<file path="config.mk">
export PLATFORM = sky130hd
export DESIGN_NAME = uart_tx_engine
export DESIGN_NICKNAME = d
export VERILOG_FILES = /design/src/rtl/uart_tx_engine.sv
export SDC_FILE = /design/constraint.sdc
export NUM_CORES = 1
export LEC_CHECK = 0
export CAP_MARGIN = 15
export CORE_MARGIN = 2
export CORE_UTILIZATION = 30
export CTS_BUF_LIST = sky130_fd_sc_hd__clkbuf_16
export CTS_CLUSTER_DIAMETER = 100
export CTS_CLUSTER_SIZE = 10
export DETAILED_ROUTE_END_ITERATION = 6
export PLACE_DENSITY = 0.47
export SYNTH_ARGS = -nofsm -noshare
export SYNTH_HDL_FRONTEND = slang
export SYNTH_SLANG_ARGS = --single-unit
</file>
<file path="constraint.sdc">
create_clock -name clk -period 4.95 [get_ports clk]
set_clock_uncertainty 0.2 [all_clocks]
set_input_delay 0.99 -clock clk [delete_from_list [all_inputs] [get_ports clk]]
set_output_delay 0.99 -clock clk [all_outputs]
set_load 0.05 [all_outputs]
</file>
<file path="src/rtl/uart_tx_engine.sv">
// UART transmit engine: byte FIFO feeding an 8N1 serializer.
// Back-to-back frames chain straight from STOP into START with no idle gap.
module uart_tx_engine #(
  parameter int CLK_DIV    = 16,
  parameter int FIFO_DEPTH = 4
) (
  input  logic                                 clk,
  input  logic                                 rst,
  input  logic [7:0]                           wr_data,
  input  logic                                 wr_en,
  input  logic                                 clr_ovf,
  output logic                                 fifo_full,
  output logic                                 fifo_empty,
  output logic [$clog2(FIFO_DEPTH+1)-1:0]      fifo_count,
  output logic                                 overflow,
  output logic                                 busy,
  output logic                                 tx_done,
  output logic                                 tx
);

  localparam int CW = $clog2(FIFO_DEPTH + 1);
  localparam int PW = $clog2(FIFO_DEPTH);
  localparam int TW = $clog2(CLK_DIV);
  localparam logic [TW-1:0] TMAX  = TW'(CLK_DIV - 1);
  localparam logic [CW-1:0] CFULL = CW'(FIFO_DEPTH);

  typedef enum logic [1:0] {IDLE, START, DATA, STOP} state_e;

  state_e        state_q, state_d;
  logic [TW-1:0] timer_q, timer_d;
  logic [2:0]    bit_q, bit_d;
  logic [7:0]    shift_q, shift_d;
  logic [PW-1:0] wptr_q, wptr_d, rptr_q, rptr_d;
  logic [CW-1:0] count_q, count_d;
  logic          full_q, full_d, empty_q, empty_d;
  logic          ovf_q, ovf_d, busy_q, busy_d, done_q, done_d, tx_q, tx_d;
  logic          push, pop, bit_end;
  logic [7:0]    mem [FIFO_DEPTH];

  always_comb begin
    state_d = state_q;
    timer_d = timer_q;
    bit_d   = bit_q;
    shift_d = shift_q;
    pop     = 1'b0;
    push    = wr_en & ~full_q;
    bit_end = (timer_q == TMAX);

    timer_d = bit_end ? '0 : timer_q + TW'(1);

    case (state_q)
      IDLE: begin
        timer_d = '0;
        if (!empty_q) begin
          pop     = 1'b1;
          shift_d = mem[rptr_q];
          state_d = START;
        end
      end
      START: begin
        if (bit_end) begin
          state_d = DATA;
          bit_d   = 3'd0;
        end
      end
      DATA: begin
        if (bit_end) begin
          shift_d = {1'b0, shift_q[7:1]};
          bit_d   = bit_q + 3'd1;
          if (bit_q == 3'd7) state_d = STOP;
        end
      end
      STOP: begin
        // Chain directly into the next frame when more data is waiting.
        if (bit_end) begin
          if (!empty_q) begin
            pop     = 1'b1;
            shift_d = mem[rptr_q];
            state_d = START;
          end else begin
            state_d = IDLE;
          end
        end
      end
      default: state_d = IDLE;
    endcase

    wptr_d  = push ? wptr_q + PW'(1) : wptr_q;
    rptr_d  = pop  ? rptr_q + PW'(1) : rptr_q;
    count_d = count_q + CW'(push) - CW'(pop);
    full_d  = (count_d == CFULL);
    empty_d = (count_d == '0);

    ovf_d = ovf_q;
    if (clr_ovf) ovf_d = 1'b0;
    if (wr_en && full_q) ovf_d = 1'b1;

    busy_d = (state_d != IDLE);
    done_d = (state_d == STOP) && (timer_d == TMAX);
    case (state_d)
      START:   tx_d = 1'b0;
      DATA:    tx_d = shift_d[0];
      default: tx_d = 1'b1;
    endcase
  end

  always_ff @(posedge clk) begin
    if (rst) begin
      state_q <= IDLE;
      timer_q <= '0;
      bit_q   <= '0;
      shift_q <= '0;
      wptr_q  <= '0;
      rptr_q  <= '0;
      count_q <= '0;
      full_q  <= 1'b0;
      empty_q <= 1'b1;
      ovf_q   <= 1'b0;
      busy_q  <= 1'b0;
      done_q  <= 1'b0;
      tx_q    <= 1'b1;
    end else begin
      state_q <= state_d;
      timer_q <= timer_d;
      bit_q   <= bit_d;
      shift_q <= shift_d;
      wptr_q  <= wptr_d;
      rptr_q  <= rptr_d;
      count_q <= count_d;
      full_q  <= full_d;
      empty_q <= empty_d;
      ovf_q   <= ovf_d;
      busy_q  <= busy_d;
      done_q  <= done_d;
      tx_q    <= tx_d;
    end
  end

  // Storage needs no reset: the pointers and count define what is valid.
  always_ff @(posedge clk) begin
    if (push && !rst) mem[wptr_q] <= wr_data;
  end

  assign fifo_full  = full_q;
  assign fifo_empty = empty_q;
  assign fifo_count = count_q;
  assign overflow   = ovf_q;
  assign busy       = busy_q;
  assign tx_done    = done_q;
  assign tx         = tx_q;

endmodule

</file>
==> metrics.md <==
| Metric | Value |
|---|---|
| Status | `finished clean` |
| Vias | `1657` |
| CP max stage cell | `clkdlybuf4s50_1` |
| Port bufs | `20` |
| Pins over their slew limit | `0` |
| Setup TNS | `0 ns` |
| Final Critical Period | `3.40 ns` |
| Actual slew at the worst max-slew pin | `0.550 ns` |
| Netlist cell types | `between 40 and 50` |
| Area Growth Syn to Fin | `23.0%` |
| Antenna violations before repair | `0` |
| Worst r2r src | `state_q[1]` |
| Die ar. | `between 9000 and 10000 µm²` |
| Vias per cell | `4.76` |
| Largest stage delay on the critical path | `0.47 ns` |
| Diodes inserted | `0` |
| Wire per inst | `13.8 µm` |
| Clk buf depth | `2` |
| Global Route Usage Sum | `between 10% and 20%` |
| Pin count of the biggest net entering global routing | `26` |
| Hold Crit Class | `flop to flop` |
| RSZ-0062 raised after global routing | `false` |
| Hold Crit Start | `shift_q[7]` |
| Grt met3 use | `under 10%` |
| Setup bufs post-CTS | `0` |
| Fraction of the cycle the final worst path needs | `68.6%` |
| Cell row count | `34` |
| CTS Sinks | `64` |
| Die width | `99.6 µm` |
| Met2 Use GR | `around 16%` |
| Hpwl dp | `3310 µm` |
| Highest Clock Rate | `0.294 GHz` |
| Worst Path Max Fanout | `7` |
| CTS clk-pin slew, worst paths | `roughly 0.060 ns` |
| Yosys reg bits | `64` |
| Register area share after synthesis | `between 50 and 60%` |
| Post-CTS Hold Buffers | `0` |
| DR iter-0 viols | `47` |
| Cells after Synth | `211` |
| Max-cap violations | `0` |
| Crit path from | `wr_en` |
| Inst Count DP | `332` |
| Vias in the first global route | `between 1500 and 2000` |
| Cells along the critical path | `clkdlybuf4s50_1 -> nor2b_1 -> inv_1 -> ha_1 -> inv_1 -> ha_1 -> inv_1 -> fa_1 -> xor2_1 -> xnor2_1 -> nor2_1 -> and3_1` |
| First-pass GRT wire length | `~8000 µm` |
| Routed wire length | `approximately 4800 µm` |
| Leakage power | `1.23 nW` |
| CTS buffer count | `9` |
| Placer congestion estimate | `0.752` |
| Most crowded layer after global routing | `met2` |
| GRT met1 Usage | `14.4%` |
| Total overflow reported by the global router | `0` |
| Post-Layout Cell Count | `348` |
| Startpoint class of the critical path | `input pin` |
| Ys async rst share | `0%` |
| Primary FF master, synth | `edfxtp_1` |
| Required time worst endpoint | `4.97 ns` |
| I/O pin cnt | `21` |
| Layout cells sized above 1 | `12.9%` |
| Slew HR | `63.3%` |
| Syn_area_per_cell | `~13 µm²` |
| Fin util | `38.3%` |
| Root buf cell | `clkbuf_16` |
| Type of destination of the critical path | `flop` |
| TritonCTS clock tree | `done` |
| Pwr/cell area | `594 nW/µm²` |
| Initial core utilization | `31.1%` |
| Post-cts repair resize count | `0` |
| Worst Path Arrival | `3.41 ns` |
| Worst path most repeated cell | `inv_1` |
| Worst skew pair latency | `0.32 ns` |
| Synth Net Count | `238` |
| Final hold violations | `0` |
| Drc violations | `0` |
| H-tree depth | `3` |
| Routed Antenna Nets | `0` |
| Drt pass-1 iters | `4` |
| Post-synth EDFFs | `32` |
| VDD IR max | `0.195 mV` |
| Critical setup path kind | `input pin to flop` |
| Nets | `roughly 260` |
| Die H | `99.6 µm` |
| Synthesized area | `2740 µm²` |
| Yosys warnings | `0` |
| Final setup vio count | `0` |
| Core box area | `8810 µm²` |
==> layer usage <==
layer / vias to the layer above / share of wire [%]
met1: 797 / 51
met2: 14 / 46
met5: - / 0
met4: 0 / 1.4
li1: 842 / -
met3: 4 / 1.6
==> final cells by class <==
class | count | area (µm²)
inverters | 11 | 41.3
flip-flops and latches | 64 | 1600
repair buffers | 21 | 208
clock inverters | 7 | 128
clock buffers | 9 | 225
fillers | 831 | 5430
well taps | 108 | 135
multi-input cells | 128 | 1030
==> per-stage QoR <==
stage / instance area (µm²) / total power, mW / hold WS, ns / setup WS [ns]
floorplan: 2740 / 1.14 / 0.229 / 1.86
global placement: 3020 / 1.29 / 0.248 / 1.26
detailed placement: 3020 / 1.29 / 0.253 / 1.20
CTS: 3370 / 2.03 / 0.265 / 1.54
global route: 3370 / 2.13 / 0.302 / 1.34
finish: 3370 / 2.01 / 0.261 / 1.55
==> worst paths after layout <==
path	cells past startpoint	endpoint	slack (ns)
min	2	shift_q[7]	0.26
min reg2reg	2	shift_q[7]	0.26
max reg2reg	12	fifo_full	1.80
max	12	fifo_full	1.55
==> power by group <==
part | switching [mW] | internal [mW]
combinational | 0.317 | 0.232
sequential | 0.0776 | 0.643
clock | 0.237 | 0.498
total | 0.632 | 1.37
==> cell usage after synthesis (6+ instances only) <==
cell | instances | share of area [%]
a21oi_1 | 9 | 1.6
inv_1 | 10 | 1.4
and3_1 | 6 | 1.4
mux2i_1 | 6 | 2.2
a22oi_1 | 6 | 1.6
edfxtp_1 | 32 | 35
o21ai_0 | 9 | 1.6
nand2_1 | 7 | 0.96
dfxtp_1 | 32 | 23
ha_1 | 14 | 6.4
nor2_1 | 21 | 2.9
mux4_2 | 8 | 6.6
==> cells by family after synthesis <==
family,count (synthesis),synth area share (%)
AND/OR/NAND/NOR,56,10.9
XOR/XNOR,6,1.92
adder cells (fa/ha/maj),15,7.12
AO/OA/AOI/OAI,37,9.03
multiplexers,14,8.76
flip-flops,64,58.4
buffers and inverters,19,3.88
==> critical path, delay by kind of cell <==
kind	cells	cell delay, ns
simple gates	3	0.64
fa+ha+maj	3	0.79
xor+xnor	2	0.30
buf+inv	4	0.67
==> cell usage in the layout, fill, tap and decap left out, types with 3 or more instances in the layout <==
cell,count
a21oi_1,9
nand2_1,7
xnor2_1,4
clkbuf_16,9
bufinv_16,3
a22oi_1,6
ha_1,14
mux2i_1,6
edfxtp_1,32
clkdlybuf4s50_1,20
dfxtp_1,32
and3_1,6
nand3_1,4
nor2b_1,3
inv_1,10
mux4_2,8
nor2_1,21
o21ai_0,9
==> sequential cells by signal, summed over array words and instances (netlist names), named ones only <==
register	count
tx_done	1
overflow	1
mem	32
shift_q	8
fifo_empty	1
bit_q	3
fifo_full	1
fifo_count	3
rptr_q	2
wptr_q	2
state_q	2
tx	1
timer_q	4
busy	1
(Power assumes the default switching activity.)
